### src/rtl/instr_encoder_loader.sv
// instr_encoder_loader
// Accepts decoded instruction fields over a valid/ready handshake, packs them
// into 32-bit instruction words and writes them into an instruction memory,
// starting at a base address given with the start pulse.
//
// Ports:
//   clk, rst          clock; synchronous active-high reset
//   start, base       begin a load session at address base (accepted in IDLE only)
//   in_valid/in_ready field handshake; in_ready is high only in LOAD
//   in_op, in_cond, in_rd, in_rn, in_imm, in_last
//                     instruction fields; in_last ends the session
//   imem_we/addr/wdata registered instruction-memory write port (latency 1)
//   busy, done        session in progress / one-cycle end-of-session pulse
//   err_illegal       sticky: an illegal opcode (1101..1111) was dropped
//   err_full          sticky: session ended because DEPTH words were written
//   state             current FSM state (0 IDLE, 1 LOAD, 2 DONE), for observation
//
// Handshake: a transfer happens on a rising edge where in_valid and in_ready
// are both 1; the source holds its fields stable until that edge, and in_ready
// does not depend on in_valid.
module instr_encoder_loader #(
  parameter int DEPTH  = 256,
  parameter int ADDR_W = 8
) (
  input  logic              clk,
  input  logic              rst,
  input  logic              start,
  input  logic [ADDR_W-1:0] base,
  input  logic              in_valid,
  output logic              in_ready,
  input  logic [3:0]        in_op,
  input  logic              in_cond,
  input  logic [4:0]        in_rd,
  input  logic [4:0]        in_rn,
  input  logic [16:0]       in_imm,
  input  logic              in_last,
  output logic              imem_we,
  output logic [ADDR_W-1:0] imem_addr,
  output logic [31:0]       imem_wdata,
  output logic              busy,
  output logic              done,
  output logic              err_illegal,
  output logic              err_full,
  output logic [1:0]        state
);

  localparam logic [1:0] IDLE = 2'd0;
  localparam logic [1:0] LOAD = 2'd1;
  localparam logic [1:0] DONE = 2'd2;

  // Count value just before the DEPTH-th legal write.
  localparam logic [ADDR_W:0] LAST_CNT = DEPTH[ADDR_W:0] - 1'b1;

  logic [ADDR_W-1:0] ptr;
  logic [ADDR_W:0]   count;

  logic        xfer;
  logic        legal;
  logic        keep_imm;
  logic        keep_cond;
  logic        hit_full;
  logic [31:0] enc;

  assign in_ready = (state == LOAD);
  assign busy     = (state == LOAD);
  assign done     = (state == DONE);

  always_comb begin
    xfer      = in_valid && in_ready;
    legal     = (in_op <= 4'd12);
    // Only MOV, ADD, B and BNQ carry an immediate; only BNQ is conditional.
    keep_imm  = (in_op == 4'd0) || (in_op == 4'd2) || (in_op == 4'd4) || (in_op == 4'd5);
    keep_cond = (in_op == 4'd5);
    enc       = {in_op, in_cond & keep_cond, in_rd, in_rn, keep_imm ? in_imm : 17'd0};
    hit_full  = xfer && legal && (count == LAST_CNT);
  end

  always_ff @(posedge clk) begin
    if (rst) begin
      state       <= IDLE;
      ptr         <= '0;
      count       <= '0;
      imem_we     <= 1'b0;
      imem_addr   <= '0;
      imem_wdata  <= '0;
      err_illegal <= 1'b0;
      err_full    <= 1'b0;
    end else begin
      imem_we <= 1'b0;
      case (state)
        IDLE: begin
          if (start) begin
            state       <= LOAD;
            ptr         <= base;
            count       <= '0;
            err_illegal <= 1'b0;
            err_full    <= 1'b0;
          end
        end
        LOAD: begin
          if (xfer) begin
            if (legal) begin
              imem_we    <= 1'b1;
              imem_addr  <= ptr;
              imem_wdata <= enc;
              ptr        <= ptr + 1'b1;  // wraps modulo DEPTH
              count      <= count + 1'b1;
            end else begin
              err_illegal <= 1'b1;
            end
            // Full and in_last together still end the session only once.
            if (hit_full) err_full <= 1'b1;
            if (hit_full || in_last) state <= DONE;
          end
        end
        DONE: state <= IDLE;
        default: state <= IDLE;
      endcase
    end
  end

endmodule

### config.mk
export PLATFORM = sky130hd
export DESIGN_NAME = instr_encoder_loader
export DESIGN_NICKNAME = d
export VERILOG_FILES = /design/src/rtl/instr_encoder_loader.sv
export SDC_FILE = /design/constraint.sdc
export NUM_CORES = 1
export LEC_CHECK = 0
export ABC_AREA = 0
export CORE_MARGIN = 2
export CORE_UTILIZATION = 48
export DETAILED_ROUTE_END_ITERATION = 12
export MAX_ROUTING_LAYER = met4
export PLACE_DENSITY = 0.84
export SETUP_SLACK_MARGIN = 0.1
export SYNTH_ARGS = -nofsm -noshare
export SYNTH_HDL_FRONTEND = slang
export SYNTH_SLANG_ARGS = --single-unit
### constraint.sdc
create_clock -name clk -period 2.7 [get_ports clk]
set_clock_uncertainty 0.05 [all_clocks]
set_input_delay 0.405 -clock clk [delete_from_list [all_inputs] [get_ports clk]]
set_output_delay 0.405 -clock clk [all_outputs]
set_load 0.02 [all_outputs]
# --- After elaboration in Yosys (flattened, before gate mapping) ---
# Index checks and enable logic that the tools add are counted.
word_totals:
  reg_bits: 62
  out_inout_bits: 48
  elab_cells: 63
classes:
  addsub: 2
  n_lt_le_gt_ge: 1
  eq_ne: 12
  muxes: 21
  bitwise_logic: 3
  reduce_logical: 16
ops:
  columns: ["cell", "n"]
  rows:
  - ["$mux W9", 3]
  - ["$mux W8", 3]
  - ["$pmux W9 S2", 1]
  - ["$mux W17", 1]
  - ["$pmux W8 S2", 1]
  - ["$reduce_and A4 Y1", 3]
  - ["$add A9 B1 Y9 const B", 1]
  - ["$eq A9 B8 Y1 const B", 1]
  - ["$add A8 B1 Y8 const B", 1]
  - ["$eq A4 B3 Y1 const B", 2]
  - ["$ne A2 B1 Y1 const B", 4]
  - ["$mux W1", 6]
  - ["$mux W2", 3]
  - ["$reduce_and A3 Y1", 2]
  - ["$eq A4 B2 Y1 const B", 1]
  - ["$le A4 B4 Y1 const B", 1]
  - ["$logic_not A4 Y1", 1]
  - ["$logic_or A1 B1 Y1", 4]
  - ["$ne A2 B2 Y1 const B", 2]
  - ["$pmux W1 S2", 2]
  - ["$pmux W2 S2", 1]
  - ["$logic_and A1 B1 Y1", 3]
  - ["$reduce_or A3 Y1", 1]
  - ["$eq A2 B1 Y1 const B", 1]
  - ["other kinds (5)", 6]

# --- Logic depth before layout (Yosys ltp) ---
depth:
  depth_word: 8
  ltp_mapped: 8
  depth_no_buf: 7

# --- Least setup slack after synthesis ---
# OpenSTA, ideal clock, no wires.
synth_timing:
  kind: "reg-to-reg"
  start: "register count[0]"
  end: "register count[8]"
  arrival_time_ps: 1594
  required_ps: 2580
  path_slack_ps: 985
  stages_incl_launch_ff: 7
  path_buffers: 0
  synth_period_minus_slack_ps: 1715
  cell_sequence: "dfxtp_1 > ha_1 > and3_1 > and3_1 > ha_1 > or3_1 > a21oi_1"
synth_via:
  elab_chain_cells: 4
synth_rtl:
  columns: ["element", "line_no", "rtl"]
  rows:
  - ["start, declared", "55", "logic [ADDR_W:0] count;"]
  - ["start signal, assigned", "107", "count <= count + 1'b1;"]
  - ["$add A9 B1 Y9", "107", null]
  - ["$mux W9", "102", "if (legal) begin"]
  - ["$mux W9", "101", "if (xfer) begin"]
  - ["$pmux W9 S2", "90", "case (state)"]
# Every way passes these cells. The select of a mux whose other input is x is not followed.
# A chain may end at the register's enable or synchronous reset.

# --- Worst setup path after layout ---
layout_timing:
  start: "register state[0]"
  end: "output port busy"
layout_via:
  elab_chain_cells: 1
layout_rtl:
  columns: ["element", "line_no", "rtl"]
  rows:
  - ["start, declared", "44", "output logic [1:0] state"]
  - ["start signal, assigned", "80", "state <= IDLE;"]
  - ["start signal, assigned", "93", "state <= LOAD;"]
  - ["start signal, assigned", "113", "if (hit_full || in_last) state <= DONE;"]
  - ["$eq A2 B1 Y1", "65", "assign busy = (state == LOAD);"]
  - ["end, declared", "40", "output logic busy,"]
# Every way passes these cells.

==> summary.txt <==
warnings from Yosys: 0
GR Util met1: 27.1%
post-CTS resize count: 0
post-CTS setup buffers: 0
CP Capture Type: output port
Tcrit/Tclk final: 80.9%
die width: 77.2 um
Rel. slew slack: 62.1%
vias in the first global route: 2456
full die area: 0.00596 sq mm
Root Buffer: clkbuf_8
leakage: 1.32 nW
antenna violations before repair: 0
Num CTS Buffers: 9
simple-gate share of the synthesized area: 22.7%
Peak Freq: 0.458 GHz
post-synth net total: 346
largest net degree at the start of global routing: 31
status: finished, final reports clean
Worst Tran Pin Value: 0.565 ns
IO buf count: 92
Final setup viols: 0
I/O pin count: 93
number of flops mapped to enable cells by yosys: 0
Max-Cap Viols: 0
largest area contributor in the netlist: dfxtp_1
net total in the final layout: 440
met2 usage: 37.9%
post-layout util: 73.2%
first-pass GRT wire length: 11.0 mm
Area contributors post-synth: dfxtp_1, a21oi_1, nand2_1
pwr dens: 554 mW/mm^2
clock sinks: 62
Post-synth top cells: dfxtp_1, nand2_1, a21oi_1, nor2_1, nand3_1
Cells after Synth: 298
TNS Setup: 0 ns
PnR Total Power: 2.09 mW
CP Launch Type: flop
maximum VDD drop: 0.377 mV
slowest stage cell on the critical path: clkdlybuf4s50_1
Post-CTS Hold Buffers: 0
post-route minimum period: 2.18 ns
WS Path Type: reg -> out
final hold viol count: 0
ys flop type: dfxtp_1
RSZ-0062 raised after global routing: no
via/cell ratio: 5.48
Tot GR Track Use: 23.7%
crit-path max FO: 11
Iteration-0 DRC Markers: 84
DP HPWL: 4.62 mm
drt pass-1 iters: 5
GRT busiest layer: met2
dpl cell area: 0.00356 sq mm
largest family of logic cells by synthesized area: simple AND/OR/NAND/NOR gates
synthesized cell area: 0.00257 sq mm
number of diodes: 0
data arrival time of the critical path: 1.73 ns
Worst-path clk slew: 0.07 ns
top-count cell post-synth: dfxtp_1
share of the synthesized area in the top cell type: 48.2%
H-tree depth: 3
CP required: 2.25 ns
Synth cell types: 39
Final Max Tran Viols: 0
CTS tree: built
post-synthesis xor/xnor area fraction: 0%
clk buf depth: 2
Syn Area/Cell: 8.64 sq um
Synth Register Bits: 62
critical path, cell by cell: nand2b_1, clkinv_8, clkdlybuf4s50_1
Starting Density: 50.1%
final setup margin: 0.516 ns
layout cells sized above 1: 10.6%
DRT antenna net count: 0
register area share after synthesis: 48.2%
Synth Area in Compound Gates: 22.7%
DRC viols: 0
GRT met3 Usage: 8.00%
Post-synth ARST share: 0%
Vias: 2556
Fill cells: 432
grt total ovfl: 0
Avg WL per Cell: 14.0 um
area added between synthesis and finish: 46.3%
Clk Latency, worst-skew pair: 0.34 ns
hold crit path type: in -> reg
Die Ht: 77.2 um
mux share of post-synthesis cell area: 0%
core box area: 0.00514 sq mm
Post-Layout Inst Area: 0.00376 sq mm
setup slack at placement: 0.296 ns
Worst path max stage delay: 0.61 ns
Synth Area in Adders: 1.46%
Placement Rows: 26
drt total wl: 6.55 mm
GPL Wtd Cong: 0.846
## sequential cells by signal, indices dropped and copies added, names as in the netlist
name	flops
ptr	8
state	2
count	9
err_full	1
imem_addr	8
imem_we	1
imem_wdata	32
err_illegal	1
## power by group
part	switching [mW]	internal, mW	leakage, nW
registers	0.0281	0.943	0.502
clock network	0.346	0.495	0.104
logic	0.140	0.136	0.715
total	0.513	1.57	1.32
## layer usage
metal | part of all wire [%] | vias up
met3 | 7.6 | 9
met1 | 43 | 1210
met4 | 1.2 | 0
met5 | 0 | -
met2 | 49 | 103
li1 | - | 1234
## worst max-delay path: cells and delay by family (launching register included)
family	cells	cell delay, ns
DFF	1	0.46
and+or+nand+nor	1	0.21
buffers and inverters	2	0.73
## logic make-up after synthesis
group | after synthesis
DFF | 62
AOI/OAI and AO/OA | 85
adders and majority gates | 3
and+or+nand+nor | 125
buffers and inverters | 23
## worst paths after layout
| check | from | endpoint | slack, ns | cells past startpoint |
|---|---|---|---|---|
| worst min-delay path | rst | imem_wdata[14] | 0.38 | 2 |
| worst min register to register | imem_wdata[21] | imem_wdata[21] | 0.41 | 2 |
| worst max register to register | count[0] | count[8] | 0.84 | 6 |
| worst max-delay path | state[0] | busy | 0.52 | 3 |
## per-stage QoR
stage / hold WS, ns / instances
3_3_place_gp: 0.390 / 451
5_1_grt: 0.379 / 466
3_5_place_dp: 0.397 / 451
4_1_cts: 0.365 / 466
2_1_floorplan: 0.386 / 298
6_report: 0.382 / 466
## placed cells by master (no fill, tap or decap), types with 2 or more instances in the layout
master / netlist / layout
nor2b_1: 2 / 2
and3_1: 4 / 4
ha_1: 3 / 3
clkbuf_8: 0 / 12
dfxtp_1: 62 / 62
or4_1: 2 / 2
clkdlybuf4s50_1: 0 / 91
buf_4: 2 / 10
o21ai_0: 9 / 9
o21ai_1: 4 / 4
nand3_1: 11 / 10
and2_1: 4 / 4
nand2b_1: 2 / 2
nor3b_1: 2 / 2
a21oi_1: 40 / 40
a311oi_1: 3 / 3
a31oi_1: 3 / 3
or3_1: 6 / 6
inv_1: 3 / 3
nor3_1: 6 / 6
o31ai_1: 2 / 2
nand2_1: 53 / 53
nor2_1: 28 / 28
a22oi_1: 8 / 8
a22oi_2: 10 / 10
## area by class of cell
type | count | area [sq um] | area share, %
well taps | 70 | 87.6 | 2.33
clock inverters | 3 | 42.5 | 1.13
repair buffers | 102 | 991 | 26.3
clock buffers | 12 | 165 | 4.39
inverters | 4 | 27.5 | 0.731
multi-input cells | 213 | 1210 | 32.1
flip-flops and latches | 62 | 1240 | 33.0
No activity file was read; power rests on OpenSTA's default activity.
==> variant (config.mk and constraints unchanged) <==
Make the reset (`rst`) asynchronous in one clocked block. Comments in the files are not updated.
--- a/src/rtl/instr_encoder_loader.sv
+++ b/src/rtl/instr_encoder_loader.sv
@@ -75,7 +75,7 @@
     hit_full  = xfer && legal && (count == LAST_CNT);
   end
 
-  always_ff @(posedge clk) begin
+  always_ff @(posedge clk or posedge rst) begin
     if (rst) begin
       state       <= IDLE;
       ptr         <= '0;
Check against the original RTL: differs if rst is asserted again (counterexample within 4 cycles, from zero or initial values and one cycle with rst high); with rst held inactive, the same outputs for 4 cycles.
==> variant against the unedited design <==
Area after synthesis rose by 4.4%; wire length is 5.1% higher; utilization decreased by 2.6 points; worst setup slack worse by 150 ps; fmax down 6.6%; critical endpoint is now in_ready; final area increased by 2.7%; sequential cell count unchanged.
Power is not compared: it rests on default switching activity, and its combinational part moved more than twofold at a synthesized area within 25%.
==> variant: results (changes against the unedited design) <==
GRT
  • Largest net degree at the start of global routing: 63 (+100%)
  • Initial antenna violation count: 0 (unchanged)
  • Total GRT Usage: 24.1% (+0.39 points)
  • Vias in the first global route: 2251 (-8.3%)
  • Global-route wire length before repair: 11200 um (+1.7%)

Drt
  • Vias per std cell: 5.39 (-1.6%)
  • DR iter-0 viols: 173 (+110%)
  • Wire length per cell: 15.7 um (+12%)
  • Drt first pass iters: 5 (unchanged)

Placement
  • RD Place Congestion: 0.889 (+5.0%)
  • Placed cells: 422 (-6.4%)
  • Post-place instance area: 3690 um^2 (+3.8%)
  • DP Wirelength: 4820 um (+4.4%)
  • Setup WS pre-CTS: 268 ps (-27.4 ps)

Clock network
  • CTS max path bufs: 2 (unchanged)
  • Root buffer cell: clkbuf_8
  • TritonCTS buffer count: 9 (unchanged)
  • Worst-skew pair later-pin latency: 330 ps
  • Reg clk slew, reported paths: 70 ps (about the same)
  • Number of H-tree levels: 3 (unchanged)
  • # resized after CTS: 0 (unchanged)
  • Post-CTS Setup Repair Bufs: 0 (unchanged)

Run status
  • Status: finished, final reports clean

Synthesis
  • Cell count after synthesis: 263 (-12%)
  • Yosys warns: 0 (unchanged)
  • Seq/Total Area, Yosys: 57.7% (+9.5 points)
  • Post-synth top flop: dfrtp_1
  • Synth unique cells: 41 (+5.1%)
  • Top post-synthesis cells by area: dfrtp_1 58%, nand2_1 11%, a22o_1 5.9%
  • Async set-reset flop share out of synthesis: 100% (+100 points)
  • Most frequent cells after synthesis: 79 x nand2_1, 62 x dfrtp_1, 18 x a22o_1, 14 x a21oi_1
  • Synthesized Nets: 311 (-10%)

Layout
  • Multi-input gate area: 1040 um^2 (-14%)
  • # fillers: 427 (-1.2%)
  • Final #Nets: 409 (-7.0%)
  • Biggest regs: imem_wdata: 32 flops, count: 9 flops
  • Finished Layout Cells: 438 (-6.0%)
  • Diodes inserted: 0 (unchanged)
  • Share of layout cells above drive strength 1: 8.74% (-1.9 points)

Critical path
  • CP max stage cell: clkdlybuf4s50_1
  • CP top delay family: buffers and inverters
  • Arrival @ worst endpoint: 1880 ps (+150 ps)
  • Slowest stage delay, CP: 680 ps (+70 ps)
  • Largest fanout on the critical path: 10 (-1)

Worst hold path
  • Worst Hold Class: input port to asynchronous set/reset pin

Pwr
  • Seq. pwr: 1.56 mW
  • Worst VDD drop: 597 uV

STA
  • Rel. slew slack: 60.0% (-2.1 points)
-- variant: cell types whose count changed after synthesis, moves of 10 or more --
cell     before  now
dfrtp_1       0   62
dfxtp_1      62    0
a21oi_1      40   14
nand2_1      53   79
a22o_1        0   18
nor2_1       28   10
a22oi_2      10    0
-- variant: metal layers --
metal	wire length [um]	share of wire, %	global-route usage (%)	up-vias
li1	-	-	-	1117
met1	3150	46	33.1	1148
met2	3150	46	34.8	88
met3	433	6.3	5.57	10
met4	148	2.2	10.5	0
met5	0	0	-	-
-- variant: area by class of cell --
type                    instances  share of cell area, %
clock buffers                  10                   3.56
repair buffers                 99                   25.5
clock inverters                 6                  0.971
flip-flops and latches         62                   40.1
inverters                       6                  0.582
multi-input cells             183                   26.9
well taps                      72                   2.33
-- variant: cell families after synthesis --
| family | after synthesis | synth area share (%) |
|---|---|---|
| XOR/XNOR | 2 | 0.652 |
| adder cells (fa/ha/maj) | 3 | 1.40 |
| AO/OA/AOI/OAI | 58 | 15.8 |
| flip-flops | 62 | 57.7 |
| multiplexers | 2 | 0.745 |
| buffers and inverters | 18 | 3.49 |
| AND/OR/NAND/NOR | 118 | 20.2 |
-- variant: path summary, 6_finish.rpt --
| kind | slack (ps) | from | depth (start not counted) | to |
|---|---|---|---|---|
| worst max register to register | 820 | state[0] | 4 | ptr[5] |
| min in group clk | 420 | imem_addr[3] | 2 | imem_addr[3] |
| worst max-delay path | 360 | state[0] | 2 | in_ready |
| max in group asynchronous | 1920 | rst | 3 | imem_wdata[24] |
| worst min register to register | 420 | imem_addr[3] | 2 | imem_addr[3] |
| worst min-delay path | 420 | rst | 3 | imem_wdata[20] |
-- variant: tightest hold or removal path: stages --
cell and delay, ps:
clkdlybuf4s50_1 420, inv_2 80, buf_12 300
